===== config.mk =====
export PLATFORM = sky130hd
export DESIGN_NAME = seq_add_sub_flat
export DESIGN_NICKNAME = d
export VERILOG_FILES = /design/src/rtl/seq_add_sub_pkg.sv /design/src/rtl/seq_add_sub_if.sv /design/src/rtl/seq_add_sub_ripple_chunk_adder.sv /design/src/rtl/seq_add_sub.sv /design/src/flat_wrapper.sv
export SDC_FILE = /design/constraint.sdc
export NUM_CORES = 1
export LEC_CHECK = 0
export CORE_MARGIN = 1
export CORE_UTILIZATION = 52
export DETAILED_ROUTE_END_ITERATION = 8
export PLACE_DENSITY_LB_ADDON = 0.08
export SETUP_SLACK_MARGIN = 0.5
export SLEW_MARGIN = 20
export SYNTH_ARGS = -nofsm -noshare
export SYNTH_HDL_FRONTEND = slang
export SYNTH_SLANG_ARGS = --single-unit

===== constraint.sdc =====
create_clock -name clk -period 3.5 [get_ports clk]
set_clock_uncertainty 0.15 [all_clocks]
set_input_delay 0.525 -clock clk [delete_from_list [all_inputs] [get_ports clk]]
set_output_delay 0.525 -clock clk [all_outputs]
set_load 0.005 [all_outputs]

===== src/rtl/seq_add_sub_pkg.sv =====
// seq_add_sub_pkg: shared state type, index-width helper and parameter legality check.
package seq_add_sub_pkg;
    typedef enum logic [1:0] {IDLE, RUN, DONE} state_t;

    // Never returns less than 1, so a single-chunk build still gets a usable index register.
    function automatic int clog2(input int v);
        int r = 1;
        while ((1 << r) < v) r++;
        return r;
    endfunction

    function automatic bit params_ok(input int width, input int chunk);
        return width >= 2 && chunk >= 1 && chunk <= width && width % chunk == 0;
    endfunction
endpackage


===== src/rtl/seq_add_sub_if.sv =====
// seq_add_sub_if: operand and result valid/ready handshakes for the sequential adder/subtractor.
interface seq_add_sub_if #(parameter int WIDTH = 16);
    logic in_valid, in_ready, sub, cin;
    logic [WIDTH-1:0] a, b, sum;
    logic out_valid, out_ready, cout, ovf, zero, neg;
    modport master (
        output in_valid, a, b, sub, cin, out_ready,
        input in_ready, out_valid, sum, cout, ovf, zero, neg
    );
    modport slave (
        input in_valid, a, b, sub, cin, out_ready,
        output in_ready, out_valid, sum, cout, ovf, zero, neg
    );
endinterface


===== src/rtl/seq_add_sub_ripple_chunk_adder.sv =====
// ripple_chunk_adder: combinational CHUNK-bit full-adder chain shared across all chunks.
module ripple_chunk_adder #(parameter int CHUNK = 4) (
    input  logic [CHUNK-1:0] a,
    input  logic [CHUNK-1:0] b,
    input  logic             ci,
    output logic [CHUNK-1:0] s,
    output logic             co,
    output logic             c_msb_in
);
    logic c;
    always_comb begin
        s = '0;
        c = ci;
        c_msb_in = ci;
        for (int i = 0; i < CHUNK; i++) begin
            c_msb_in = c;
            s[i] = a[i] ^ b[i] ^ c;
            c = (a[i] & b[i]) | (c & (a[i] ^ b[i]));
        end
        co = c;
    end
endmodule


===== src/rtl/seq_add_sub.sv =====
// seq_add_sub: WIDTH-bit add/subtract computed CHUNK bits per cycle through one shared ripple slice.
module seq_add_sub
    import seq_add_sub_pkg::*;
#(
    parameter int WIDTH = 16,
    parameter int CHUNK = 4
) (
    input logic clk,
    input logic rst_n,
    seq_add_sub_if.slave bus
);
    localparam int NCHUNK = WIDTH / CHUNK;
    localparam int IW = clog2(NCHUNK);

    if (!params_ok(WIDTH, CHUNK)) begin : g_bad_params
        $fatal(1, "seq_add_sub: WIDTH must be >= 2 and a multiple of CHUNK");
    end

    state_t state;
    logic [WIDTH-1:0] opa, opb, work, work_nx, sum;
    logic [IW-1:0] idx;
    logic [CHUNK-1:0] s;
    logic carry, co, c_msb, cout, ovf, zero, neg, last;

    ripple_chunk_adder #(.CHUNK(CHUNK)) u_slice (
        .a(opa[CHUNK-1:0]), .b(opb[CHUNK-1:0]), .ci(carry),
        .s(s), .co(co), .c_msb_in(c_msb)
    );

    // Each new chunk lands at the top, so after NCHUNK steps the first chunk sits at bit 0.
    assign work_nx = (work >> CHUNK) | (WIDTH'(s) << (WIDTH - CHUNK));
    assign last = idx == IW'(NCHUNK - 1);

    always_ff @(posedge clk or negedge rst_n) begin
        if (!rst_n) begin
            state <= IDLE;
            opa <= '0;
            opb <= '0;
            carry <= 1'b0;
            idx <= '0;
            work <= '0;
            sum <= '0;
            cout <= 1'b0;
            ovf <= 1'b0;
            zero <= 1'b0;
            neg <= 1'b0;
        end else begin
            case (state)
                IDLE: if (bus.in_valid) begin
                    state <= RUN;
                    opa <= bus.a;
                    opb <= bus.sub ? ~bus.b : bus.b;
                    carry <= bus.sub ^ bus.cin;
                    idx <= '0;
                    work <= '0;
                end
                RUN: begin
                    opa <= opa >> CHUNK;
                    opb <= opb >> CHUNK;
                    carry <= co;
                    idx <= idx + 1'b1;
                    work <= work_nx;
                    if (last) begin
                        state <= DONE;
                        sum <= work_nx;
                        cout <= co;
                        ovf <= co ^ c_msb;
                        zero <= work_nx == '0;
                        neg <= work_nx[WIDTH-1];
                    end
                end
                DONE: state <= bus.out_ready ? IDLE : DONE;
                default: state <= IDLE;
            endcase
        end
    end

    assign bus.in_ready = state == IDLE;
    assign bus.out_valid = state == DONE;
    assign bus.sum = sum;
    assign bus.cout = cout;
    assign bus.ovf = ovf;
    assign bus.zero = zero;
    assign bus.neg = neg;
endmodule


===== src/flat_wrapper.sv =====
// flat-port wrapper written by rule: the top's interface ports become plain ports
module seq_add_sub_flat import seq_add_sub_pkg::*;
#(
    parameter int WIDTH = 16,
    parameter int CHUNK = 4
)
  (clk, rst_n, bus_in_valid, bus_a, bus_b, bus_sub, bus_cin, bus_out_ready, bus_in_ready, bus_out_valid, bus_sum, bus_cout, bus_ovf, bus_zero, bus_neg);
  seq_add_sub_if #(.WIDTH(WIDTH)) bus_i ();
  input logic clk;
  input logic rst_n;
  input wire logic [$bits(bus_i.in_valid)-1:0] bus_in_valid;
  input wire logic [$bits(bus_i.a)-1:0] bus_a;
  input wire logic [$bits(bus_i.b)-1:0] bus_b;
  input wire logic [$bits(bus_i.sub)-1:0] bus_sub;
  input wire logic [$bits(bus_i.cin)-1:0] bus_cin;
  input wire logic [$bits(bus_i.out_ready)-1:0] bus_out_ready;
  output wire logic [$bits(bus_i.in_ready)-1:0] bus_in_ready;
  output wire logic [$bits(bus_i.out_valid)-1:0] bus_out_valid;
  output wire logic [$bits(bus_i.sum)-1:0] bus_sum;
  output wire logic [$bits(bus_i.cout)-1:0] bus_cout;
  output wire logic [$bits(bus_i.ovf)-1:0] bus_ovf;
  output wire logic [$bits(bus_i.zero)-1:0] bus_zero;
  output wire logic [$bits(bus_i.neg)-1:0] bus_neg;
  assign bus_i.in_valid = bus_in_valid;
  assign bus_i.a = bus_a;
  assign bus_i.b = bus_b;
  assign bus_i.sub = bus_sub;
  assign bus_i.cin = bus_cin;
  assign bus_i.out_ready = bus_out_ready;
  assign bus_in_ready = bus_i.in_ready;
  assign bus_out_valid = bus_i.out_valid;
  assign bus_sum = bus_i.sum;
  assign bus_cout = bus_i.cout;
  assign bus_ovf = bus_i.ovf;
  assign bus_zero = bus_i.zero;
  assign bus_neg = bus_i.neg;
  seq_add_sub #(.WIDTH(WIDTH), .CHUNK(CHUNK)) u_core (.clk(clk), .rst_n(rst_n), .bus(bus_i));
endmodule

==> results of run 1 <==
-- power groups by stage --
stage          clock network, mW  logic [mW]  registers [mW]
2_1_floorplan                  0        1.08            1.31
3_3_place_gp                   0        1.47            1.34
3_5_place_dp                   0        1.50            1.36
4_1_cts                    0.846        1.52            1.35
5_1_grt                    0.884        1.75            1.40
6_report                   0.831        1.56            1.35
-- state kept, by name (all words and copies together), names as in the netlist --
| register | count |
|---|---|
| u_core.carry | 1 |
| u_core.work | 12 |
| u_core.opb | 16 |
| u_core.idx | 2 |
| u_core.bus.sum | 16 |
| u_core.bus.ovf | 1 |
| u_core.bus.zero | 1 |
| u_core.state | 2 |
| u_core.bus.cout | 1 |
| u_core.opa | 16 |
-- worst reg2reg max path, stage by stage (launching register included) --
cell      delay, ps
dfrtp_1         350
inv_1            70
fa_2            390
fa_1            430
inv_2            70
fa_2            210
inv_1            60
fa_1            570
nor4bb_4        200
nand4_1         130
o21ai_1         170
-- through the flow --
stage | utilization (%) | worst slack, ps
2_1_floorplan | - | 674
3_3_place_gp | 64.1 | 582
3_5_place_dp | 64.1 | 479
4_1_cts | 68.7 | 560
5_1_grt | 68.9 | 491
6_report | 68.9 | 618
-- repair_timing --
item | 4_1_cts | 5_1_grt
resized for setup | 2 | 4
endpoints found under the setup margin | 1 | 1
gates cloned | 0 | 0
endpoints found under the hold margin | 0 | 0
pin swaps | 1 | 1
-- per-layer routing --
layer / track usage, % / wire, um / part of all wire, %
met1: 28.3 / 2700 / 44
met2: 35.3 / 3190 / 52
met3: 3.71 / 212 / 3.4
met4: 8.75 / 76 / 1.2
met5: 0 / 0 / 0
-- path summary, 6_finish.rpt --
| path | from | endpoint | slack, ps |
|---|---|---|---|
| setup / recovery | u_core.carry$_DFFE_PN0P_ | u_core.bus.zero$_DFFE_PN0P_ | 620 |
| hold / removal | rst_n | u_core.idx[1]$_DFFE_PN0P_ | 40 |
| setup reg to reg | u_core.carry$_DFFE_PN0P_ | u_core.bus.zero$_DFFE_PN0P_ | 620 |
| hold reg to reg | u_core.opa[5]$_DFFE_PN0P_ | u_core.opa[5]$_DFFE_PN0P_ | 340 |
| max in group asynchronous | rst_n | u_core.carry$_DFFE_PN0P_ | 2420 |
| min in group clk | u_core.opa[5]$_DFFE_PN0P_ | u_core.opa[5]$_DFFE_PN0P_ | 340 |
-- cell families (layout without fill, tap and decap cells) --
logic type	after synthesis	count (layout)
compound gates	85	85
flops	68	68
simple gates	64	64
xor+xnor	18	18
mux	13	13
buf+inv	32	90
fa+ha+maj	5	5
-- final cells by class --
type / instances / area [um2]
clock inverters: 3 / 90.1
multi-input cells: 185 / 1380
fillers: 484 / 1850
well taps: 75 / 93.8
repair buffers: 63 / 616
inverters: 11 / 41.3
clock buffers: 13 / 179
flip-flops and latches: 68 / 1700
-- layout by cell type, fill, tap and decap left out, types with 2 or more instances in the layout --
cell type and n:
o22a_1 13, fa_1 2, and2b_1 4, dfrtp_1 68
nor2_1 3, fa_2 2, bufinv_16 3, o21ai_0 20
nor2b_1 15, o22ai_1 3, xnor2_1 13, xor2_1 5
o21ai_1 4, nor4_1 2, a21oi_2 6, buf_4 4
nand2_1 23, and3b_1 9, a21oi_1 20, clkbuf_8 13
a22oi_1 4, clkdlybuf4s50_1 58, inv_1 10, a22o_1 14
nand2b_1 2, mux2_2 13
==> metrics.md, run 1 <==
| Metric | Value |
|---|---|
| TritonCTS clock tree | done |
| Clock power share | approximately 22% |
| Crit-path cells | inv_1 > fa_2 > fa_1 > inv_2 > fa_2 > inv_1 > fa_1 > nor4bb_4 > nand4_1 > o21ai_1 |
| Slew HR | 39.8% |
| FF-to-FF path depth | 10 |
| Number of global-route vias before repair | 2220 |
| Compound-Gate Fraction of Synth Area | roughly 18% |
| Ant diodes | 0 |
| Remaining Overflow, GRT | 0 |
| Ys async rst share | 100% |
| Max Clk Rate | 347 MHz |
| Total CTS buffers | 9 |
| Num rows | 28 |
| Outcome | completed |
| Synthesized Nets | 328 |
| Total GRT Usage | 21.5% |
| Post-synth top cells | dfrtp_1, nand2_1, o21ai_0 |
| Post-synth top area share | 52.4% |
| FF+latch count, synth | 68 |
| Layout cells sized above 1 | 14.0% |
| First-pass DRT Iterations | 4 |
| Simple-gate share of the synthesized area | 12.0% |
| WP buf/inv | 3 |
| EDFF count, synth | 0 |
| Area of the core | 0.00596 mm2 |
| Largest cells by area after synthesis | dfrtp_1, mux2_2, a22o_1 |
| Detailed Place HPWL | about 4100 um |
| Endpoint class of the critical path | flop |
| WL per Instance | 14.8 um |
| Routed Antenna Nets | 0 |
| Placed cell area | 0.00382 mm2 |
| Clock network latency to the later pin of the worst-skew pair | 340 ps |
| Critical Path RT | 3600 ps |
| Placed Cells | 402 |
| Setup TNS | 0 ps |
| Post-Synth Adder-Cell Area | around 2.9% |
| Mapped cell area | 0.00325 mm2 |
| Clock Tree Buf Depth | 2 |
| Switching Share | between 30% and 40% |
| RSZ-0062 raised after global routing | no |
| Max stage delay on crit path | 570 ps |
| # hold bufs at CTS | 0 |
| Setup bufs post-CTS | 0 |
| Post-synthesis cell type count | 35 |
| Critical path arrival | 2980 ps |
| Finished Layout Cells | 418 |
| Crit-path leading delay family | adder cells |
| Post-Synth XOR/XNOR Area | under 10% |
| Vias per inst | 5.48 |
| Tmin final | 2880 ps |
| Period utilization | around 82% |
| NumNets Final | 381 |
| Final instance area | 0.00411 mm2 |
| Fin. Hold Viols | 0 |
| Dominant cell type by area after synthesis | dfrtp_1 |
| Worst-margin pin slew | 900 ps |
| Die Area | 0.00656 mm2 |
| Die H | a little over 80 um |
| Synth warnings | 0 |
| Initial antenna violation count | 0 |
| Number of H-tree levels | 3 |
| Crit Path Class | flop to flop |
| P&R area growth vs syn | 26.4% |
| Main flop type after synthesis | dfrtp_1 |
| Clk pin slew, worst setup/hold paths | 70 ps |
| Int Pwr | 2.51 mW |
| Fin Hold WS | 42.7 ps |
| Seq/Total Area, Yosys | 52.4% |
| # port buffers | 59 |
| Flop pwr share | between 30% and 40% |
| Sw Pwr | 1.23 mW |
| Mux contribution to synthesized area | 4.51% |
| Wirelength, routed | 6170 um |
| Slew Viols, Final | 0 |
| Critical path depth | 10 |
| Via count | 2289 |
| # DRC | 0 |
| Initial Util | a little over half |
| Largest family of logic cells by synthesized area | compound AO/OA/AOI/OAI gates |
| Pin count of the biggest net entering global routing | 47 |
| Startpoint types | flop |
| Combinational power share | a little over two fifths |
| Mapped Cells | between 200 and 300 |
| Final Setup Violations | 0 |
| Leakage | 1.83 nW |
| CTS Root Cell | clkbuf_8 |
| IO Count | 60 |
| Worst path slowest cell | fa_1 |
| HP Class | input port to async pin |
| Power Total | approximately 3.7 mW |
| Power Density | 912 mW/mm2 |
| First-pass GRT wire length | 10500 um |
| Mapped Avg Cell Area | 11.4 um2 |
| VDD IR-drop max | roughly 460 uV |
| Critical path peak fanout | 3 |
| Clock Sinks | 68 |
| DRT iter0 DRCs | 84 |
| DIE WIDTH | 81.0 um |
| GP Congestion | 0.777 |
| Max Cap Viol | 0 |
| Most instantiated library cell after synthesis | dfrtp_1 |
No activity file was read; power rests on OpenSTA's default activity.
==> inputs of run 2 (changes only) <==
--- a/config.mk
+++ b/config.mk
@@ -6,7 +6,7 @@
 export NUM_CORES = 1
 export LEC_CHECK = 0
 export CORE_MARGIN = 1
-export CORE_UTILIZATION = 52
+export CORE_UTILIZATION = 47
 export DETAILED_ROUTE_END_ITERATION = 8
 export PLACE_DENSITY_LB_ADDON = 0.08
 export SETUP_SLACK_MARGIN = 0.5
==> constraint.sdc (replaced) <==
create_clock -name clk -period 2.5 [get_ports clk]
set_clock_uncertainty 0.15 [all_clocks]
set_input_delay 0.375 -clock clk [delete_from_list [all_inputs] [get_ports clk]]
set_output_delay 0.375 -clock clk [all_outputs]
set_load 0.005 [all_outputs]
==> metrics.md, run 2 (same netlist as run 1, synthesis figures left out) <==
| Metric | Value |
|---|---|
| Clock Sinks | just under 70 |
| Routed Antenna Nets | 0 |
| Number of H-tree levels | 3 |
| # port buffers | 59 |
| Initial Util | about 50% |
| DIE WIDTH | 85.1 um |
| Initial antenna violation count | 0 |
| CTS Root Cell | clkbuf_8 |
| Clk pin slew, worst setup/hold paths | 80 ps |
| Number of global-route vias before repair | 2309 |
| Filler cells | about 550 |
| Endpoint class of the critical path | flop |
| Final instance area | approximately 0.0042 mm2 |
| Commonest cells after routing, fill and taps aside | dfrtp_1, clkdlybuf4s50_1, nand2_1 |
| Leakage | between 1.5 and 2 nW |
| Remaining Overflow, GRT | 0 |
| Critical Path RT | 2630 ps |
| HP Class | flop to flop |
| Slew Viols, Final | 0 |
| Largest regs | u_core.bus.sum x16, u_core.opa x16, u_core.opb x16 |
| Period utilization | 105% |
| Critical path peak fanout | 2 |
| Most common cell after layout, fill and taps aside | dfrtp_1 |
| First-pass GRT wire length | 11100 um |
| NumNets Final | 398 |
| Power Total | 5.34 mW |
| Critical path arrival | 2750 ps |
| Power Density | 1270 mW/mm2 |
| Area of the core | 0.00649 mm2 |
| Num rows | 29 |
| Setup TNS | -216 ps |
| Placed cell area | around 0.004 mm2 |
| Die Area | 0.00724 mm2 |
| Failing checks | setup timing |
| Max Cap Viol | 0 |
| TritonCTS clock tree | done |
| Post-placement worst setup slack | -131 ps |
| Vias per inst | 5.36 |
| Ant diodes | 0 |
| Total GRT Usage | 19.9% |
| # DRC | 0 |
| GP Congestion | ~0.76 |
| RSZ-0062 raised after global routing | yes |
| VDD IR-drop max | 619 uV |
| Fin. Hold Viols | 0 |
| Detailed Place HPWL | 4310 um |
| Pin count of the biggest net entering global routing | 28 |
| Die H | 85.1 um |
| Clock network latency to the later pin of the worst-skew pair | 350 ps |
| Total CTS buffers | 9 |
| First-pass DRT Iterations | 4 |
| DRT iter0 DRCs | 74 |
| Crit Path Class | flop to flop |
| P&R area growth vs syn | 29.0% |
| Max Clk Rate | 382 MHz |
| Worst-margin pin slew | about 710 ps |
| WL per Instance | 14.4 um |
| Via count | about 2300 |
| Slew HR | 52.4% |
| IO Count | 60 |
| Clock Tree Buf Depth | 2 |
| Fin worst setup slack | -118 ps |
| Outcome | finished with violations |
| Tmin final | 2620 ps |
| Startpoint types | flop |
| Final Setup Violations | 3 |
| Layout cells sized above 1 | 20.6% |
| Wirelength, routed | ~6300 um |
==> run 2: cell count changes in the layout (fill, tap and decap cells not counted), moves of 3 or more <==
cell	previous run	this run
clkinv_4	0	4
buf_6	0	3
clkbuf_8	13	9
inv_2	1	5
buf_4	4	17
inv_1	10	6
==> run 2: worst paths after layout <==
check | start | end | slack [ps] | cells after the start
min | u_core.opa[9]$_DFFE_PN0P_ | u_core.opa[9]$_DFFE_PN0P_ | 330 | 2
min in group asynchronous | rst_n | u_core.bus.sum[6]$_DFFE_PN0P_ | 400 | 2
min reg2reg | u_core.opa[9]$_DFFE_PN0P_ | u_core.opa[9]$_DFFE_PN0P_ | 330 | 2
max in group asynchronous | rst_n | u_core.state[0]$_DFFE_PN0P_ | 1070 | 3
max reg2reg | u_core.opa[0]$_DFFE_PN0P_ | u_core.bus.zero$_DFFE_PN0P_ | -120 | 10
max | u_core.opa[0]$_DFFE_PN0P_ | u_core.bus.zero$_DFFE_PN0P_ | -120 | 10
==> run 2: per-stage QoR <==
| stage | hold slack [ps] | utilization (%) | instances |
|---|---|---|---|
| floorplan | -70.6 | - | 285 |
| global placement | 253 | 59.9 | 413 |
| global route | 362 | 64.5 | 437 |
| detailed placement | 258 | 59.9 | 413 |
| finish | 335 | 64.5 | 437 |
| CTS | 337 | 64.0 | 435 |
==> run 2: power by group <==
part / switching, mW / internal [mW] / total (mW) / leakage (nW)
logic: 1.10 / 1.44 / 2.54 / 0.911
clock network: 0.442 / 0.465 / 0.906 / 0.0994
registers: 0.307 / 1.58 / 1.89 / 0.862
==> run 2: per-layer routing <==
| metal | part of all wire (%) | wire length [um] | GRT usage (%) |
|---|---|---|---|
| met4 | 2.1 | 133 | 7.70 |
| met5 | 0 | 0 | 0 |
| met2 | 49 | 3080 | 31.7 |
| met1 | 45 | 2840 | 25.9 |
| met3 | 4.1 | 256 | 5.45 |
==> run 2: final cells by class <==
type / count / area [um2] / area share [%]
clock buffer: 9 / 124 / 2.96
inverter: 11 / 41.3 / 0.986
timing repair buffer: 80 / 756 / 18.0
sequential: 68 / 1700 / 40.7
tap: 77 / 96.3 / 2.30
clock inverter: 7 / 77.6 / 1.85
multi-input combinational: 185 / 1390 / 33.2
==> run 2: repair_timing <==
action / 4_1_cts / 5_1_grt
resized for setup: 10 / 5
setup buffers: 5 / 2
endpoints found under the hold margin: 25 / 0
endpoints found under the setup margin: 10 / 9
pin swaps: 3 / 1
hold buffers: 1 / 0
==> run 2: critical path, stage by stage (launching register included) <==
cell,delay [ps]
dfrtp_1,340
inv_2,50
fa_2,380
fa_2,350
inv_2,60
fa_2,200
inv_2,50
fa_2,550
nor4bb_2,210
nand4_1,110
o21ai_1,130
==> inputs of run 3 (changes only) <==
--- a/config.mk
+++ b/config.mk
@@ -6,7 +6,7 @@
 export NUM_CORES = 1
 export LEC_CHECK = 0
 export CORE_MARGIN = 1
-export CORE_UTILIZATION = 47
+export CORE_UTILIZATION = 55
 export DETAILED_ROUTE_END_ITERATION = 8
 export PLACE_DENSITY_LB_ADDON = 0.08
 export SETUP_SLACK_MARGIN = 0.5
==> constraint.sdc (replaced) <==
create_clock -name clk -period 3.32 [get_ports clk]
set_clock_uncertainty 0.15 [all_clocks]
set_input_delay 0.498 -clock clk [delete_from_list [all_inputs] [get_ports clk]]
set_output_delay 0.498 -clock clk [all_outputs]
set_load 0.005 [all_outputs]
==> metrics.md, run 3 (same netlist as run 1, synthesis figures left out) <==
| Metric | Value |
|---|---|
| Vias per inst | 5.50 |
| Max Cap Viol | 0 |
| Setup TNS | 0 ps |
| CTS Root Cell | clkbuf_8 |
| Num rows | 27 |
| Final Setup Violations | 0 |
| NumNets Final | 383 |
| Clock Sinks | between 60 and 70 |
| # hold bufs at CTS | 0 |
| Setup slack, reg-to-reg | 630 ps |
| Pin count of the biggest net entering global routing | 36 |
| First-pass GRT wire length | 10700 um |
| Total CTS buffers | 9 |
| Die H | 78.8 um |
| Clock network latency to the later pin of the worst-skew pair | about 330 ps |
| FF-to-FF path depth | 10 |
| Slew HR | 39.6% |
| Period utilization | a little over 80% |
| First-pass DRT Iterations | 4 |
| Initial antenna violation count | 0 |
| TritonCTS clock tree | done |
| Crit-path cells | inv_1 > fa_2 > fa_2 > inv_2 > fa_2 > inv_1 > fa_1 > nor4bb_4 > nand4_1 > o21ai_1 |
| Power Density | 921 mW/mm2 |
| Commonest cells after routing, fill and taps aside | dfrtp_1, clkdlybuf4s50_1, nand2_1 |
| Worst-margin pin slew | 904 ps |
| Initial Util | just under 60% |
| Ant diodes | 0 |
| VDD IR-drop max | between 400 and 500 uV |
| Cell mode on critical path | fa_2 |
| WL per Instance | 14.8 um |
| Most common cell after layout, fill and taps aside | dfrtp_1 |
| Number of global-route vias before repair | 2272 |
| Endpoint class of the critical path | flop |
| Number of H-tree levels | 3 |
| GP Congestion | 0.786 |
| Routed Antenna Nets | 0 |
| Clk pin slew, worst setup/hold paths | roughly 70 ps |
| Critical path arrival | 2800 ps |
| Slew Viols, Final | 0 |
| Detailed Place HPWL | 4240 um |
| P&R area growth vs syn | 23.8% |
| Max Clk Rate | 371 MHz |
| Finished Layout Cells | 416 |
| Power Total | ~3.7 mW |
| DIE WIDTH | 78.8 um |
| # DRC | 0 |
| Area of the core | 0.00561 mm2 |
| Wirelength, routed | 6140 um |
| # port buffers | roughly 60 |
| HP Class | input port to async pin |
| Max stage delay on crit path | 550 ps |
| Tmin final | 2690 ps |
| Leakage | 1.79 nW |
| Critical Path RT | 3430 ps |
| Fin. Hold Viols | 0 |
| RSZ-0062 raised after global routing | no |
| Crit Path Class | flop to flop |
| Placed Cells | ~400 |
| Layout cells sized above 1 | 14.0% |
| Critical path peak fanout | 2 |
| Die Area | between 0.006 and 0.007 mm2 |
| Clock Tree Buf Depth | 2 |
| Largest regs | u_core.bus.sum x16, u_core.opa x16, u_core.opb x16 |
| Fin util | 71.7% |
| Worst path slowest cell | fa_1 |
| Startpoint types | flop |
| Outcome | completed |
| Total GRT Usage | between 20% and 30% |
| Remaining Overflow, GRT | 0 |
| Via count | 2287 |
| IO Count | 60 |
| DRT iter0 DRCs | 70 |
-- run 3: worst max-delay path: cells and delay by family, from the launching register on --
| kind | cells | cell delay, ps |
|---|---|---|
| buffers and inverters | 3 | 180 |
| adders and majority gates | 4 | 1500 |
| and+or+nand+nor | 2 | 300 |
| DFF | 1 | 330 |
| AOI/OAI and AO/OA | 1 | 140 |
-- run 3: metrics by stage --
stage	setup slack, ps	instance area, um2	hold WS (ps)
2_1_floorplan	556	3250	52.4
3_3_place_gp	466	3810	313
3_5_place_dp	403	3810	319
4_1_cts	511	4000	110
5_1_grt	511	4020	151
6_report	626	4020	85.6
-- run 3: area by class of cell --
type,count,area (um2)
Sequential cell,68,1700
Tap cell,72,90.1
Clock buffer,13,159
Clock inverter,2,10.0
Multi-Input combinational cell,185,1390
Inverter,11,41.3
Fill cell,455,1590
Timing Repair Buffer,65,631
-- run 3: power breakdown --
group | internal, mW | switching, mW
Combinational | 0.908 | 0.743
Clock | 0.306 | 0.281
Sequential | 1.19 | 0.270
Total | 2.41 | 1.30
-- run 3: metal layers --
metal / vias to the layer above / part of all wire (%) / wire length (um) / track usage (%)
met5: - / 0 / 0 / 0
met4: 0 / 2.3 / 144 / 11.3
met3: 13 / 3.2 / 197 / 4.02
met2: 48 / 50 / 3050 / 37.3
met1: 1125 / 45 / 2760 / 28.7
li1: 1101 / - / - / -
-- run 3: worst paths after layout --
| check | to | startpoint |
|---|---|---|
| setup reg to reg | u_core.bus.zero$_DFFE_PN0P_ | u_core.opa[0]$_DFFE_PN0P_ |
| min in group clk | u_core.bus.sum[13]$_DFFE_PN0P_ | u_core.bus.sum[13]$_DFFE_PN0P_ |
| hold / removal | u_core.state[1]$_DFFE_PN0P_ | rst_n |
| setup / recovery | u_core.bus.zero$_DFFE_PN0P_ | u_core.opa[0]$_DFFE_PN0P_ |
| max in group asynchronous | u_core.opb[6]$_DFFE_PN0P_ | rst_n |
| hold reg to reg | u_core.bus.sum[13]$_DFFE_PN0P_ | u_core.bus.sum[13]$_DFFE_PN0P_ |
-- run 3: repair_timing --
action,in CTS,in global routing
buffers inserted,0,2
pin swaps,1,5
endpoints found under the setup margin,1,1
gates resized for setup,5,2
